<file path="src/rtl/l2todr_req_tracker.sv">
//------------------------------------------------------------------------------
// l2todr_req_tracker : forwards L2 requests/snacks, tracks outstanding nids
// Revision: 1.0  initial release
//------------------------------------------------------------------------------
`default_nettype none

// Two-entry registered skid FIFO: retry depends only on local occupancy.
module l2todr_req_tracker_fflop #(
  parameter int W = 64
) (
  input  logic         clk,
  input  logic         rst,
  input  logic         i_valid,
  output logic         o_retry,
  input  logic [W-1:0] i_data,
  output logic         o_valid,
  input  logic         i_retry,
  output logic [W-1:0] o_data
);
  logic [W-1:0] r_mem [2];
  logic         r_wr_ptr;
  logic         r_rd_ptr;
  logic [1:0]   r_count;
  logic         w_full;
  logic         w_wr;
  logic         w_rd;

  assign w_full  = (r_count == 2'd2);
  assign o_retry = w_full;
  assign o_valid = (r_count != 2'd0);
  assign o_data  = r_mem[r_rd_ptr];
  assign w_wr    = i_valid & ~w_full;
  assign w_rd    = o_valid & ~i_retry;

  always_ff @(posedge clk or posedge rst) begin
    if (rst) begin
      r_mem[0] <= '0;
      r_mem[1] <= '0;
      r_wr_ptr <= 1'b0;
      r_rd_ptr <= 1'b0;
      r_count  <= 2'd0;
    end else begin
      if (w_wr) begin
        r_mem[r_wr_ptr] <= i_data;
        r_wr_ptr        <= ~r_wr_ptr;
      end
      if (w_rd) r_rd_ptr <= ~r_rd_ptr;
      r_count <= r_count + {1'b0, w_wr} - {1'b0, w_rd};
    end
  end
endmodule

// Payloads are opaque except for nid, which sits in the low NID_BITS bits.
module l2todr_req_tracker #(
  parameter int NID_BITS = 5,
  parameter int MAX_OUT  = 16,
  parameter int TIMEOUT  = 1024,
  parameter int REQ_W    = 64,
  parameter int SNACK_W  = 64,
  parameter int CNT_W    = $clog2(MAX_OUT + 1)
) (
  input  logic               clk,
  input  logic               reset,
  input  logic               in_req_valid,
  output logic               in_req_retry,
  input  logic [REQ_W-1:0]   in_req,
  output logic               l2todr_req_valid,
  input  logic               l2todr_req_retry,
  output logic [REQ_W-1:0]   l2todr_req,
  input  logic               drtol2_snack_valid,
  output logic               drtol2_snack_retry,
  input  logic [SNACK_W-1:0] drtol2_snack,
  output logic               out_snack_valid,
  input  logic               out_snack_retry,
  output logic [SNACK_W-1:0] out_snack,
  output logic [CNT_W-1:0]   outstanding_cnt,
  output logic               err_timeout
);
  localparam int                    c_NUM_ENT = 2 ** NID_BITS;
  localparam int                    c_WD_W    = $clog2(TIMEOUT + 1);
  localparam logic [c_WD_W-1:0]     c_TIMEOUT = c_WD_W'(TIMEOUT);
  localparam logic [CNT_W-1:0]      c_MAX_OUT = CNT_W'(MAX_OUT);

  logic [c_NUM_ENT-1:0] r_busy;
  logic [CNT_W-1:0]     r_count;
  logic [c_WD_W-1:0]    r_wd;
  logic                 r_err;

  logic [NID_BITS-1:0]  w_req_nid;
  logic [NID_BITS-1:0]  w_snk_nid;
  logic                 w_reqf_full;
  logic                 w_snkf_full;
  logic                 w_req_acc;
  logic                 w_snk_acc;
  logic                 w_retire;

  assign w_req_nid = in_req[NID_BITS-1:0];
  assign w_snk_nid = drtol2_snack[NID_BITS-1:0];

  // Table state is the start-of-cycle value, so a nid freed this cycle is retried once.
  assign in_req_retry       = w_reqf_full | r_busy[w_req_nid] | (r_count == c_MAX_OUT);
  assign w_req_acc          = in_req_valid & ~in_req_retry;
  assign drtol2_snack_retry = w_snkf_full;
  assign w_snk_acc          = drtol2_snack_valid & ~w_snkf_full;
  assign w_retire           = w_snk_acc & r_busy[w_snk_nid];

  assign outstanding_cnt = r_count;
  assign err_timeout     = r_err;

  l2todr_req_tracker_fflop #(.W(REQ_W)) u_req_fifo (
    .clk     (clk),
    .rst     (reset),
    .i_valid (w_req_acc),
    .o_retry (w_reqf_full),
    .i_data  (in_req),
    .o_valid (l2todr_req_valid),
    .i_retry (l2todr_req_retry),
    .o_data  (l2todr_req)
  );

  l2todr_req_tracker_fflop #(.W(SNACK_W)) u_snk_fifo (
    .clk     (clk),
    .rst     (reset),
    .i_valid (w_snk_acc),
    .o_retry (w_snkf_full),
    .i_data  (drtol2_snack),
    .o_valid (out_snack_valid),
    .i_retry (out_snack_retry),
    .o_data  (out_snack)
  );

  // An accepted request needs busy=0 and a retire needs busy=1, so the nids never collide.
  always_ff @(posedge clk or posedge reset) begin
    if (reset) begin
      r_busy <= '0;
    end else begin
      if (w_retire)  r_busy[w_snk_nid] <= 1'b0;
      if (w_req_acc) r_busy[w_req_nid] <= 1'b1;
    end
  end

  always_ff @(posedge clk or posedge reset) begin
    if (reset) begin
      r_count <= '0;
    end else begin
      unique case ({w_req_acc, w_retire})
        2'b10:   r_count <= r_count + CNT_W'(1);
        2'b01:   r_count <= r_count - CNT_W'(1);
        default: r_count <= r_count;
      endcase
    end
  end

  always_ff @(posedge clk or posedge reset) begin
    if (reset) begin
      r_wd  <= '0;
      r_err <= 1'b0;
    end else if (w_retire || (r_count == '0)) begin
      r_wd <= '0;
    end else if (r_wd != c_TIMEOUT) begin
      r_wd <= r_wd + c_WD_W'(1);
      if ((r_wd + c_WD_W'(1)) == c_TIMEOUT) r_err <= 1'b1;
    end
  end
endmodule

`default_nettype wire
</file>
<file path="config.mk">
export PLATFORM = sky130hd
export DESIGN_NAME = l2todr_req_tracker
export DESIGN_NICKNAME = d
export VERILOG_FILES = /design/src/rtl/l2todr_req_tracker.sv
export SDC_FILE = /design/constraint.sdc
export NUM_CORES = 1
export LEC_CHECK = 0
export BUFFER_PORTS_ARGS = -buffer_cell sky130_fd_sc_hd__buf_2
export CAP_MARGIN = 20
export CORE_MARGIN = 2
export CORE_UTILIZATION = 56
export CTS_CLUSTER_DIAMETER = 200
export DETAILED_ROUTE_END_ITERATION = 10
export HOLD_SLACK_MARGIN = 0.02
export PLACE_DENSITY = 0.81
export SYNTH_ARGS = -nofsm -noshare
export SYNTH_HDL_FRONTEND = slang
export SYNTH_SLANG_ARGS = --single-unit
export TNS_END_PERCENT = 10
</file>
<file path="constraint.sdc">
create_clock -name clk -period 11.76 [get_ports clk]
set_input_delay 0.588 -clock clk [delete_from_list [all_inputs] [get_ports clk]]
set_output_delay 0.588 -clock clk [all_outputs]
set_load 0.005 [all_outputs]
</file>
* After elaboration in Yosys (flattened, before gate mapping)
Index checks and enable logic that the tools add are counted.
** Storage, ports and cells
- Bits in read-only memories :: 0
- Bits in registers :: 313
- Latch bits :: 0
- Bits in writable memories :: 0
- Output and inout port bits :: 138
- Input bits :: 134
- Memories :: 0
** Cells by class
- Eq/ne operators :: 7
- Multiplexer cells :: 25
- Shift operators :: 0
- Add/subtract/negate cells :: 7
- Reductions and logical operators :: 11
- Order comparisons :: 10
- Divide/modulo/power cells :: 0
- Bitwise operators :: 26
- $mul :: 0
** Operators by type and width (number)
- 64-bit 2-to-1 mux :: 8
- 128-bit bitwise mux :: 2
- 64-bit demux with 1-bit select :: 2
- 32-bit 2-to-1 mux :: 2
- 32-bit AND :: 1
- 32-bit inverter :: 1
- 32-bit bitwise OR :: 1
- 11-bit 2-to-1 mux :: 2
- 5-bit by 6-bit less-than comparator with 1-bit output (second input constant) :: 2
- 11-bit by 1-bit adder with 11-bit output (second input constant) :: 1
- 11-bit == test (second input constant) :: 1
- 11-bit != test (second input constant) :: 1
- 1-bit binary-select mux with 5-bit select :: 2
- 1-bit demux with 5-bit select :: 2
- 5-bit by 1-bit >= comparator with 1-bit output (second input constant) :: 2
- 1-bit inverter :: 10
- 5-bit one-hot mux with 2 select lines :: 1
- 2-bit >= comparator (second input constant) :: 4
- 1-bit inverter with 2-bit output :: 4
- 2-bit nonzero test :: 4
- 1-bit AND :: 7
- 2-bit == test (second input constant) :: 3
- 5-bit by 1-bit adder with 5-bit output (second input constant) :: 1
- 5-bit == test (second input constant) :: 1
- other kinds (11) :: 21

* Depth between registers and ports, before layout
Gate-level depths: netlist (run 1).
- Depth after elaboration :: 9
- Gate-level depth with buffers :: 17

* Cells and area by module
From an unflattened synthesis (run 1), not the netlist that was laid out.
** Second synthesis, totals
- Cells, all modules :: 1061
- Area, all modules :: 15847.7 um2
** By module, submodules not included
- l2todr_req_tracker_fflop :: area an instance 6324.8 um2, cells an instance 360, instances 2, sequential area each 3303.2 um2
- l2todr_req_tracker :: area an instance 3198.1 um2, cells an instance 341, instances 1, sequential area each 1226.2 um2

* Least setup slack after synthesis (run 1)
OpenSTA, ideal clock, no wires.
- Path type :: input-to-reg
- From :: in in_req[1]
- To :: reg r_count[4], in the netlist outstanding_cnt[4]
- Path buffers :: 3
- Data required time :: 11.634 ns
- Setup slack :: 8.139 ns
- Arrival time :: 3.495 ns
- Stages on the path :: 16
- Cells stage by stage :: clkbuf_1 > buf_2 > mux4_2 > a32o_1 > a211oi_2 > nand3_4 > ha_1 > clkbuf_1 > xor2_1 > ha_1 > a21o_1 > nand2_1 > a21oi_1 > a221oi_1 > nor2_1 > xor2_1
** Between the ends
- Cells in the longest elaborated chain, start to end :: 8
** Ends and longest elaborated chain
- from (decl) :: RTL line 66 : input logic [REQ_W-1:0] in_req,
- 1-bit binary-select mux with 5-bit select (*) :: RTL line 101 : assign in_req_retry = w_reqf_full | r_busy[w_req_nid] | (r_count == c_MAX_OUT);
- 1-bit 2-to-1 mux (implied by the code) (*) :: RTL line 101
- 1-bit bitwise OR (*) (2 in series) :: RTL line 101
- 1-bit inverter (*) :: RTL line 102 : assign w_req_acc = in_req_valid & ~in_req_retry;
- 1-bit AND (*) :: RTL line 102
- 2-bit by 1-bit == test with 1-bit output or 2-bit == test (tied branches) :: RTL line 146 : unique case ({w_req_acc, w_retire})
- 5-bit one-hot mux with 2 select lines or 2-bit nonzero test (tied branches)
- to (signal assigned) :: RTL line 147 : 2'b10: r_count <= r_count + CNT_W'(1);
- to (signal assigned) :: RTL line 148 : 2'b01: r_count <= r_count - CNT_W'(1);
- to (signal assigned) :: RTL line 149 : default: r_count <= r_count;
- to (decl) :: RTL line 85 : logic [CNT_W-1:0] r_count;
Every way passes the cells marked *; elsewhere a longest branch is shown, timed or not. The select of a mux whose other input is x is not followed.
A chain may end at the register's enable or synchronous reset.

* Final worst setup path (run 1)
- From :: in drtol2_snack[1]
- To :: reg r_count[4], in the netlist outstanding_cnt[4]
** Between the ends
- Cells in the longest elaborated chain, start to end :: 5
** Ends and longest elaborated chain
- from (decl) :: RTL line 72 : input logic [SNACK_W-1:0] drtol2_snack,
- 1-bit binary-select mux with 5-bit select (*) :: RTL line 105 : assign w_retire = w_snk_acc & r_busy[w_snk_nid];
- 1-bit 2-to-1 mux (implied by the code) (*) :: RTL line 105
- 1-bit AND (*) :: RTL line 105
- 2-bit by 1-bit == test with 1-bit output or 2-bit == test (tied branches) :: RTL line 146
- 5-bit one-hot mux with 2 select lines or 2-bit nonzero test (tied branches)
Marks and branches as above.

==> metrics, run 1 <==
cts hold-fix bufs=0; Worst Hold Class=input port to asynchronous set/reset pin; register bit total from synthesis=313; syn_area_per_cell=14.1 µm²; Max transition margin=35.9%; postcts setup bufs=0; largest net degree at the start of global routing=107; vias in the first global route=10087; CP cell instances=buf_2, mux2i_1, or4b_2, a31oi_1, nor3_4, nor2_1, ha_1, xor2_1, ha_1, inv_1, o21ai_0, a21oi_1, a221oi_1, nor2_1, xor2_1; Root Driver=clkbuf_16; combinational family with the most area after synthesis=multiplexers; antenna violations before repair=3; num rows=59; Post-synth EDFFs=0; Placer Congestion=0.897; cts bufs inserted=35; drt total wl=32.8 mm; dpl cell area=16200 µm²; htree depth=2; DR pass1 iterations=7; via count=9432; dpl hpwl=21.7 mm; startpoint class of the critical path=input port; Finished Cell Area=17400 µm²; wire per inst=19.8 µm; commonest non-fill, non-tap cell in the layout=dfrtp_1; Seq/Total Area, Yosys=53.4%; Final ANT Viol Nets=0; vias per cell=5.70; met1 usage=29.7%; unrepaired setup endpoints after global routing=false; ratio of cells with drive above 1 in the final layout=52.2%; synth warn=0; Layout area overhead=18.6%; Final Critical Period=3490 ps; Critical Path Max Stage Delay=610 ps; DRT iter0 DRCs=630; Final Hold Viols=0; post-synthesis adder-cell area fraction=0.853%; worst vdd ir=0.205 mV; fin crit share=29.7%; worst hold margin=238 ps; Die X=166 µm; number of buffers on the longest clock path=3; grt ovf=0; M2 GR Usage=40.7%; CTS sink cnt=313; met3 Usage GRT=4.19%; highest achievable clock rate=287 MHz; CTS tree=built; Synth area leaders=dfrtp_1, mux2_2, mux2_4; CP bufs+invs=2; Nets=1437; max-cap viol count=0; Slowest cell on crit path=or4b_2; PD cells=292 nW/µm²; Die Area=27500 µm²; Top Family by Delay on Critical Path=simple AND/OR/NAND/NOR gates; Final Util=67.1%; Fill cells=1881; final setup fails=0; fraction of synthesized area in multiplexers=33.2%; WP data required=12150 ps; worst slew pin tran=962 ps; Tot GR Track Use=23.7%; IO Pins=272; Unique masters post-synth=58; Synth Area in Simple Gates=4.05%; Critical Path Sink Type=register; Mapped Nets=1185; GR peak layer=met2; post-synth top area share=53.4%; Core ar.=25900 µm²; Die Y=166 µm; PortBufs=271; first-pass GRT wire length=53.3 mm; Clk pin slew, worst setup/hold paths=60 ps; max-slew violations=0; synthesized area=14700 µm²; CP Data Arrival Time=3870 ps; leakage power=7.98 nW; Clock Latency Late Sink=510 ps; Resized cells post-CTS=0; skew final=12.0 ps; Synth Instances=1041; asr flop ratio synth=100%; status=completed; Synth area leader=dfrtp_1; setup TNS=0 ps; post-synthesis compound-gate area fraction=4.40%; Initial Utilization=56.6%; Main synth FF type=dfrtp_1; most frequent cells in the layout=dfrtp_1, mux2_2, buf_2; XOR/XNOR share of the synthesized area=1.49%; worst-path maximum fanout=27; WS Path Type=input port to register; Post-route DRC=0
-- Yosys cell counts (8+ instances only) --
| cell | number |
|---|---|
| dfrtp_1 | 313 |
| mux2_2 | 280 |
| mux2_1 | 60 |
| mux2_4 | 48 |
| clkbuf_1 | 45 |
| o21ai_1 | 32 |
| nor2_1 | 27 |
| o31ai_1 | 25 |
| nand2_1 | 19 |
| inv_1 | 14 |
| mux2i_1 | 14 |
| xnor2_1 | 14 |
| nand3_1 | 12 |
| xor2_1 | 11 |
| ha_1 | 10 |
| buf_2 | 8 |
| mux4_2 | 8 |
| o41ai_1 | 8 |
-- worst register-to-register path, cell delays in order, from the launching register on --
cell,delay [ps]
dfrtp_1,420
mux4_2,460
a32o_1,320
a211oi_2,330
nand3_4,210
ha_1,340
xor2_1,180
ha_1,240
a21o_1,190
nand2_1,60
a21oi_1,60
a221oi_1,200
nor2_1,90
xor2_1,140
-- cell families after synthesis --
group | after synthesis
flops | 313
buf+inv | 81
xor+xnor | 25
mux | 410
compound gates | 94
fa+ha+maj | 10
simple gates | 108
-- layer usage --
layer	wire, µm	up-vias	share of wire [%]
li1	-	4282	-
met1	13300	4764	41
met2	16500	305	50
met3	1690	81	5.2
met4	1280	0	3.9
met5	0	-	0
-- final timing paths --
check	start	endpoint	slack, ps	depth (start not counted)
setup / recovery	drtol2_snack[1]	outstanding_cnt[4]	8270	15
hold / removal	reset	u_req_fifo.r_mem[77]	240	2
setup reg to reg	r_busy[14]	outstanding_cnt[4]	8410	13
hold reg to reg	u_req_fifo.r_mem[80]	u_req_fifo.r_mem[80]	480	1
max in group asynchronous	reset	u_snk_fifo.r_rd_ptr	9250	4
min in group clk	in_req[50]	u_req_fifo.r_mem[114]	320	2
-- power breakdown --
group	total [mW]	switching, mW	internal, mW
Sequential	1.96	0.337	1.62
Combinational	2.03	0.837	1.19
Clock	1.09	0.420	0.669
Total	5.07	1.59	3.48
-- through the flow --
| step | total power, mW | setup WS, ps | std cells |
|---|---|---|---|
| 2_1_floorplan | 3.28 | 2510 | 1041 |
| 3_3_place_gp | 3.91 | 7860 | 1591 |
| 3_5_place_dp | 4.00 | 7770 | 1591 |
| 4_1_cts | 5.12 | 8300 | 1653 |
| 5_1_grt | 5.38 | 7930 | 1656 |
| 6_report | 5.07 | 8270 | 1656 |
-- registers in the layout, indices dropped and copies added, names as in the netlist --
signal,count
u_snk_fifo.r_count,2
u_req_fifo.r_wr_ptr,1
u_snk_fifo.r_mem,128
r_wd,11
outstanding_cnt,5
u_snk_fifo.r_rd_ptr,1
u_req_fifo.r_count,2
u_snk_fifo.r_wr_ptr,1
u_req_fifo.r_mem,128
r_busy,32
u_req_fifo.r_rd_ptr,1
err_timeout,1
-- area by class of cell --
| type | instances | area (µm²) | share of cell area [%] |
|---|---|---|---|
| antenna | 3 | 7.51 | 0.0432 |
| clock inverter | 9 | 98.8 | 0.568 |
| timing repair buffer | 282 | 1440 | 8.27 |
| clock buffer | 53 | 1070 | 6.13 |
| tap | 335 | 419 | 2.41 |
| sequential | 313 | 7840 | 45.0 |
| multi-input combinational | 647 | 6470 | 37.2 |
| inverter | 14 | 60.1 | 0.345 |
Power figures use the tool's default switching activity.
==> run 2: changes to the inputs <==
CORE_UTILIZATION = 51   (was 56)
PLACE_DENSITY = 0.78   (was 0.81)
clock period = 3 ns   (was 11.76 ns; I/O delays follow)
==> metrics, run 2 (synthesized netlist as in run 1, its figures left out) <==
IO Pins=272 (unchanged); max-cap viol count=0 (unchanged); antenna violations before repair=3 (unchanged); PortBufs=271 (unchanged); CTS tree=built; startpoint class of the critical path=register; Final Hold Viols=0 (unchanged); WS Path Type=register to register; num rows=62 (+5.1%); Die Y=174 µm (+4.7%); wire per inst=20.0 µm (+0.73%); Root Driver=clkbuf_16; DRT iter0 DRCs=616 (-2.2%); CTS sink cnt=313 (unchanged); leakage power=8.69 nW (+9.0%); CP Data Arrival Time=3310 ps (-560 ps); Clock Latency Late Sink=510 ps (about the same); number of buffers on the longest clock path=3 (unchanged); grt ovf=0 (unchanged); Worst Hold Class=input port to register; commonest non-fill, non-tap cell in the layout=dfrtp_1; Core ar.=28500 µm² (+10%); largest registers=u_req_fifo.r_mem x128, u_snk_fifo.r_mem x128, r_busy x32; highest achievable clock rate=342 MHz; Max transition margin=36.7% (+0.83 points); worst-path maximum fanout=3 (-89%); Die Area=30100 µm² (+9.6%); Clk pin slew, worst setup/hold paths=60 ps (about the same); max-slew violations=0 (unchanged); start point of the critical path=r_busy[6]; most frequent cells in the layout=dfrtp_1, mux2_2, buf_2; Reg area=7840 µm² (unchanged); Die X=174 µm (+4.7%); ratio of cells with drive above 1 in the final layout=49.5% (-2.7 points); area occupied by multi-input gates=6500 µm² (+0.43%); first-pass GRT wire length=60.6 mm (+14%); FF-to-FF End=outstanding_cnt[4]; Fill cells=2013 (+7.0%); Final Util=66.8% (-0.35 points); skew final=13.8 ps (+1.77 ps); hold endpoint=r_busy[16]; vias in the first global route=11311 (+12%); DR pass1 iterations=5 (-2); Initial Utilization=51.4% (-5.2 points); final setup fails=0 (unchanged); Final ANT Viol Nets=0 (unchanged); dpl hpwl=23.3 mm (+7.1%); via count=10256 (+8.7%); Placer Congestion=0.899 (+0.18%); Post-route DRC=0 (unchanged); fin crit share=97.3%; final std cells w/o fill=1867 (+13%); Tot GR Track Use=24.9% (+1.2 points); worst hold margin=118 ps (-119 ps); status=completed; htree depth=2 (unchanged); vias per cell=5.49 (-3.6%); R2R cell count=14 (+1); Nets=1604 (+12%); WP data required=3390 ps (-8760 ps); Critical Path Sink Type=register; worst vdd ir=0.608 mV (+200%); worst slew pin tran=947 ps (-14.5 ps); Worst R2R Setup Slack=80 ps (-8330 ps); cts bufs inserted=35 (unchanged); drt total wl=37.3 mm (+14%); # placed instances=1685 (+5.9%); hold_sp=in_req[4]; reg2reg start=r_busy[6]; Hold Path Depth=3; unrepaired setup endpoints after global routing=true; Final Critical Period=2920 ps; PD cells=1060 nW/µm² (+260%); Layout area overhead=30.0%; largest net degree at the start of global routing=66 (-38%)
-- run 2: where the power goes --
part | internal [mW] | total, mW | switching [mW]
combinational | 5.02 | 8.61 | 3.59
sequential | 6.35 | 7.65 | 1.30
clock | 2.32 | 3.98 | 1.67
-- run 2: repair_timing --
item	in CTS	in global routing
endpoints found under the setup margin	1	3
gates cloned	0	0
pin swaps	1	3
setup buffers	0	0
resized for setup	2	4
hold buffers	122	0
endpoints found under the hold margin	269	0
-- run 2: metrics by stage --
| step | TNS [ps] | cell area, µm² | power [mW] | worst slack, ps |
|---|---|---|---|---|
| final | 0 | 19100 | 20.2 | 79.9 |
| after global routing | -258 | 19100 | 21.4 | -116 |
| after CTS | 0 | 19000 | 20.2 | 13.4 |
| after detailed placement | -110 | 16800 | 16.0 | -103 |
| after global placement | -51.2 | 16800 | 15.6 | -51.2 |
| after floorplan | -413000 | 14700 | 12.9 | -1320 |
-- run 2: how the worst max path moves through the flow --
stage / end / slack (ps) / cells after the start
after floorplan: err_timeout / -1320 / 1
after global placement: outstanding_cnt[4] / -50 / 16
after detailed placement: outstanding_cnt[4] / -100 / 14
after CTS: outstanding_cnt[4] / 10 / 13
after global routing: outstanding_cnt[4] / -120 / 13
final: outstanding_cnt[4] / 80 / 14
-- run 2: routing by layer --
metal / vias up / wire length (µm) / GRT usage, %
met1: 5209 / 15100 / 31.5
met5: - / 0 / 0
met3: 102 / 1690 / 3.86
met2: 323 / 19000 / 42.8
met4: 0 / 1450 / 10.7
li1: 4622 / - / -
-- run 2: cell type report --
class | instances | area share [%]
Clock inverter | 8 | 0.282
Antenna cell | 3 | 0.0394
Multi-Input combinational cell | 647 | 34.1
Inverter | 14 | 0.295
Clock buffer | 49 | 5.24
Sequential cell | 313 | 41.1
Tap cell | 384 | 2.52
Timing Repair Buffer | 449 | 16.4
-- run 2: worst max-delay path, cell delays in order, from the launching register on --
cell and delay [ps]:
dfrtp_1 370, mux2i_1 70, or4b_2 640, a31oi_2 200, nor3_4 60, nor2_1 280, ha_4 200, xor2_1 150
ha_2 200, inv_1 50, o21ai_1 110, a21oi_1 90, a221oi_2 170, nor2_1 80, xor2_1 140
==> run 3: changes to the inputs <==
CORE_ASPECT_RATIO = 1.5   (was default)
PLACE_DENSITY = 0.86   (was 0.78)
==> metrics, run 3 (synthesized netlist as in run 1, its figures left out) <==
wire per inst=21.0 µm (+5.2%); leakage power=8.71 nW (+0.20%); Fill cells=1882 (-6.5%); worst vdd ir=0.701 mV (+15%); Die X=142 µm (-18%); via count=10446 (+1.9%); reg2reg start=r_busy[20]; Worst R2R Setup Slack=50 ps (-30 ps); dpl hpwl=23.9 mm (+2.6%); antenna violations before repair=5 (+2); most used cell, CP=xor2_1; worst slew pin tran=887 ps (-60.3 ps); Final Util=66.9% (+0.099 points); Final Hold Viols=0 (unchanged); commonest non-fill, non-tap cell in the layout=dfrtp_1; fin crit share=98.4% (+1.1 points); DR pass1 iterations=5 (unchanged); Critical Path Max Stage Delay=480 ps (-160 ps); CTS tree=built; Die Area=30200 µm² (about the same); PortBufs=271 (unchanged); number of buffers on the longest clock path=3 (unchanged); P_sw=6.71 mW (+2.3%); largest net degree at the start of global routing=86 (+30%); Sequential Power Share=37.5% (-0.3 points); cts bufs inserted=30 (-14%); htree depth=1 (-1); status=completed; grt ovf=0 (unchanged); Net Sw Frac=33.1% (+0.66 points); start point of the critical path=r_busy[20]; Nets=1607 (+0.19%); Clk pin slew, worst setup/hold paths=60 ps (about the same); DRT iter0 DRCs=631 (+2.4%); largest registers=u_req_fifo.r_mem x128, u_snk_fifo.r_mem x128, r_busy x32; FF-to-FF End=outstanding_cnt[4]; Final Critical Period=2950 ps (+31.6 ps); WS Path Type=register to register; worst-path maximum fanout=3 (unchanged); vias in the first global route=11485 (+1.5%); most frequent cells in the layout=dfrtp_1, mux2_2, buf_2; Slowest cell on crit path=mux4_2; PD cells=1060 nW/µm² (+0.23%); unrepaired setup endpoints after global routing=true; num rows=76 (+23%); ratio of cells with drive above 1 in the final layout=49.7% (+0.14 points); CP Data Arrival Time=3390 ps (+80 ps); CP cell instances=mux4_2, a32oi_1, o221ai_1, nor3_2, nor2_4, ha_4, xor2_1, ha_2, a21o_1, nand2_1, a21oi_2, a221oi_2, nor2_1, xor2_1; Finished Cell Area=19100 µm² (about the same); Clock Power Share=18.6% (-1.1 points); combinational share of power=43.9% (+1.4 points); vias per cell=5.67 (+3.2%); final std cells w/o fill=1842 (-1.3%); Critical Path Sink Type=register; Max transition margin=40.7% (+4.0 points); CP endpoint=outstanding_cnt[4]; drt total wl=38.7 mm (+3.8%); Final ANT Viol Nets=0 (unchanged); IO Pins=272 (unchanged); Tot GR Track Use=25.1% (+0.23 points); WP data required=3440 ps (+50 ps); Post-route DRC=0 (unchanged); final setup fails=0 (unchanged); Die Y=212 µm (+22%); Root Driver=clkbuf_16; skew final=8.69 ps (-5.06 ps); max-slew violations=0 (unchanged); # placed instances=1658 (-1.6%); highest achievable clock rate=339 MHz (-1.1%); Clock Latency Late Sink=560 ps (+50 ps); CTS sink cnt=313 (unchanged); first-pass GRT wire length=59.7 mm (-1.5%); max-cap viol count=0 (unchanged); R2R cell count=14 (unchanged); startpoint class of the critical path=register; Layout area overhead=30.1% (about the same); Worst Hold Class=input port to register; Initial Utilization=51.4% (about the same); Placer Congestion=0.865 (-3.7%); dpl cell area=16800 µm² (about the same); Core ar.=28500 µm² (about the same); Pint=13.6 mW (-0.66%)
## run 3: changes by cell type in the layout (fill, tap and decap cells not counted), moves of 2 or more
cell           previous run  this run
dlygate4sd3_1           122       125
clkbuf_16                35        31
inv_6                     3         0
diode_2                   3         5
buf_4                    45        49
clkbuf_1                  7         9
## run 3: cell type report
cell class / instances / area [µm²] / area share (%)
sequential: 313 / 7840 / 41.1
multi-input combinational: 647 / 6530 / 34.2
timing repair buffer: 457 / 3220 / 16.9
clock buffer: 48 / 920 / 4.82
tap: 351 / 439 / 2.30
clock inverter: 7 / 66.3 / 0.348
inverter: 14 / 56.3 / 0.295
antenna: 5 / 12.5 / 0.0656
## run 3: through the flow
| step | setup slack (ps) | total power [mW] | setup TNS [ps] | hold WS [ps] |
|---|---|---|---|---|
| floorplan | -1320 | 12.9 | -413000 | 285 |
| global placement | -47.9 | 15.7 | -47.9 | 340 |
| detailed placement | -31.7 | 16.1 | -31.7 | 358 |
| CTS | 59.6 | 20.1 | 0 | 50.3 |
| global route | -68.7 | 21.4 | -119 | 76.6 |
| finish | 48.3 | 20.3 | 0 | 70.8 |
## run 3: routing by layer
layer | GRT usage [%] | up-vias | share of wire, %
met3 | 3.39 | 156 | 4.1
met1 | 27.6 | 5314 | 36
met2 | 45.0 | 350 | 53
li1 | - | 4626 | -
met5 | 0 | - | 0
met4 | 16.5 | 0 | 6.9
## run 3: timing repair
action                     4_1_cts  5_1_grt
gates resized for setup          4       11
buffers inserted                 1        1
pin swaps                        8       10
hold endpoints to repair       275        0
hold buffers                   125        0
setup endpoints to repair        1        2
gates cloned                     0        0
## run 3: worst min path at each step
| stage | from | endpoint | slack (ps) | cells after the start |
|---|---|---|---|---|
| floorplan | in_req[36] | u_req_fifo.r_mem[100] | 280 | 1 |
| global placement | reset | u_req_fifo.r_mem[15] | 340 | 2 |
| detailed placement | reset | u_req_fifo.r_mem[15] | 360 | 2 |
| CTS | drtol2_snack[2] | u_snk_fifo.r_mem[66] | 50 | 3 |
| global route | in_req[1] | u_req_fifo.r_mem[65] | 80 | 3 |
| finish | drtol2_snack[3] | u_snk_fifo.r_mem[3] | 70 | 3 |
## run 3: power groups by stage
stage / Sequential, mW / Clock (mW) / Combinational [mW]
2_1_floorplan: 7.18 / 0 / 5.68
3_3_place_gp: 7.33 / 0 / 8.33
3_5_place_dp: 7.52 / 0 / 8.54
4_1_cts: 7.49 / 3.84 / 8.76
5_1_grt: 7.82 / 4.02 / 9.54
6_report: 7.62 / 3.77 / 8.92
## run 3: critical path: cells and delay by family (launching register included)
family / cells / cell delay [ps]
adder cells (fa/ha/maj): 2 / 350
multiplexers: 1 / 480
flip-flops: 1 / 410
AO/OA/AOI/OAI: 5 / 750
AND/OR/NAND/NOR: 4 / 550
XOR/XNOR: 2 / 300
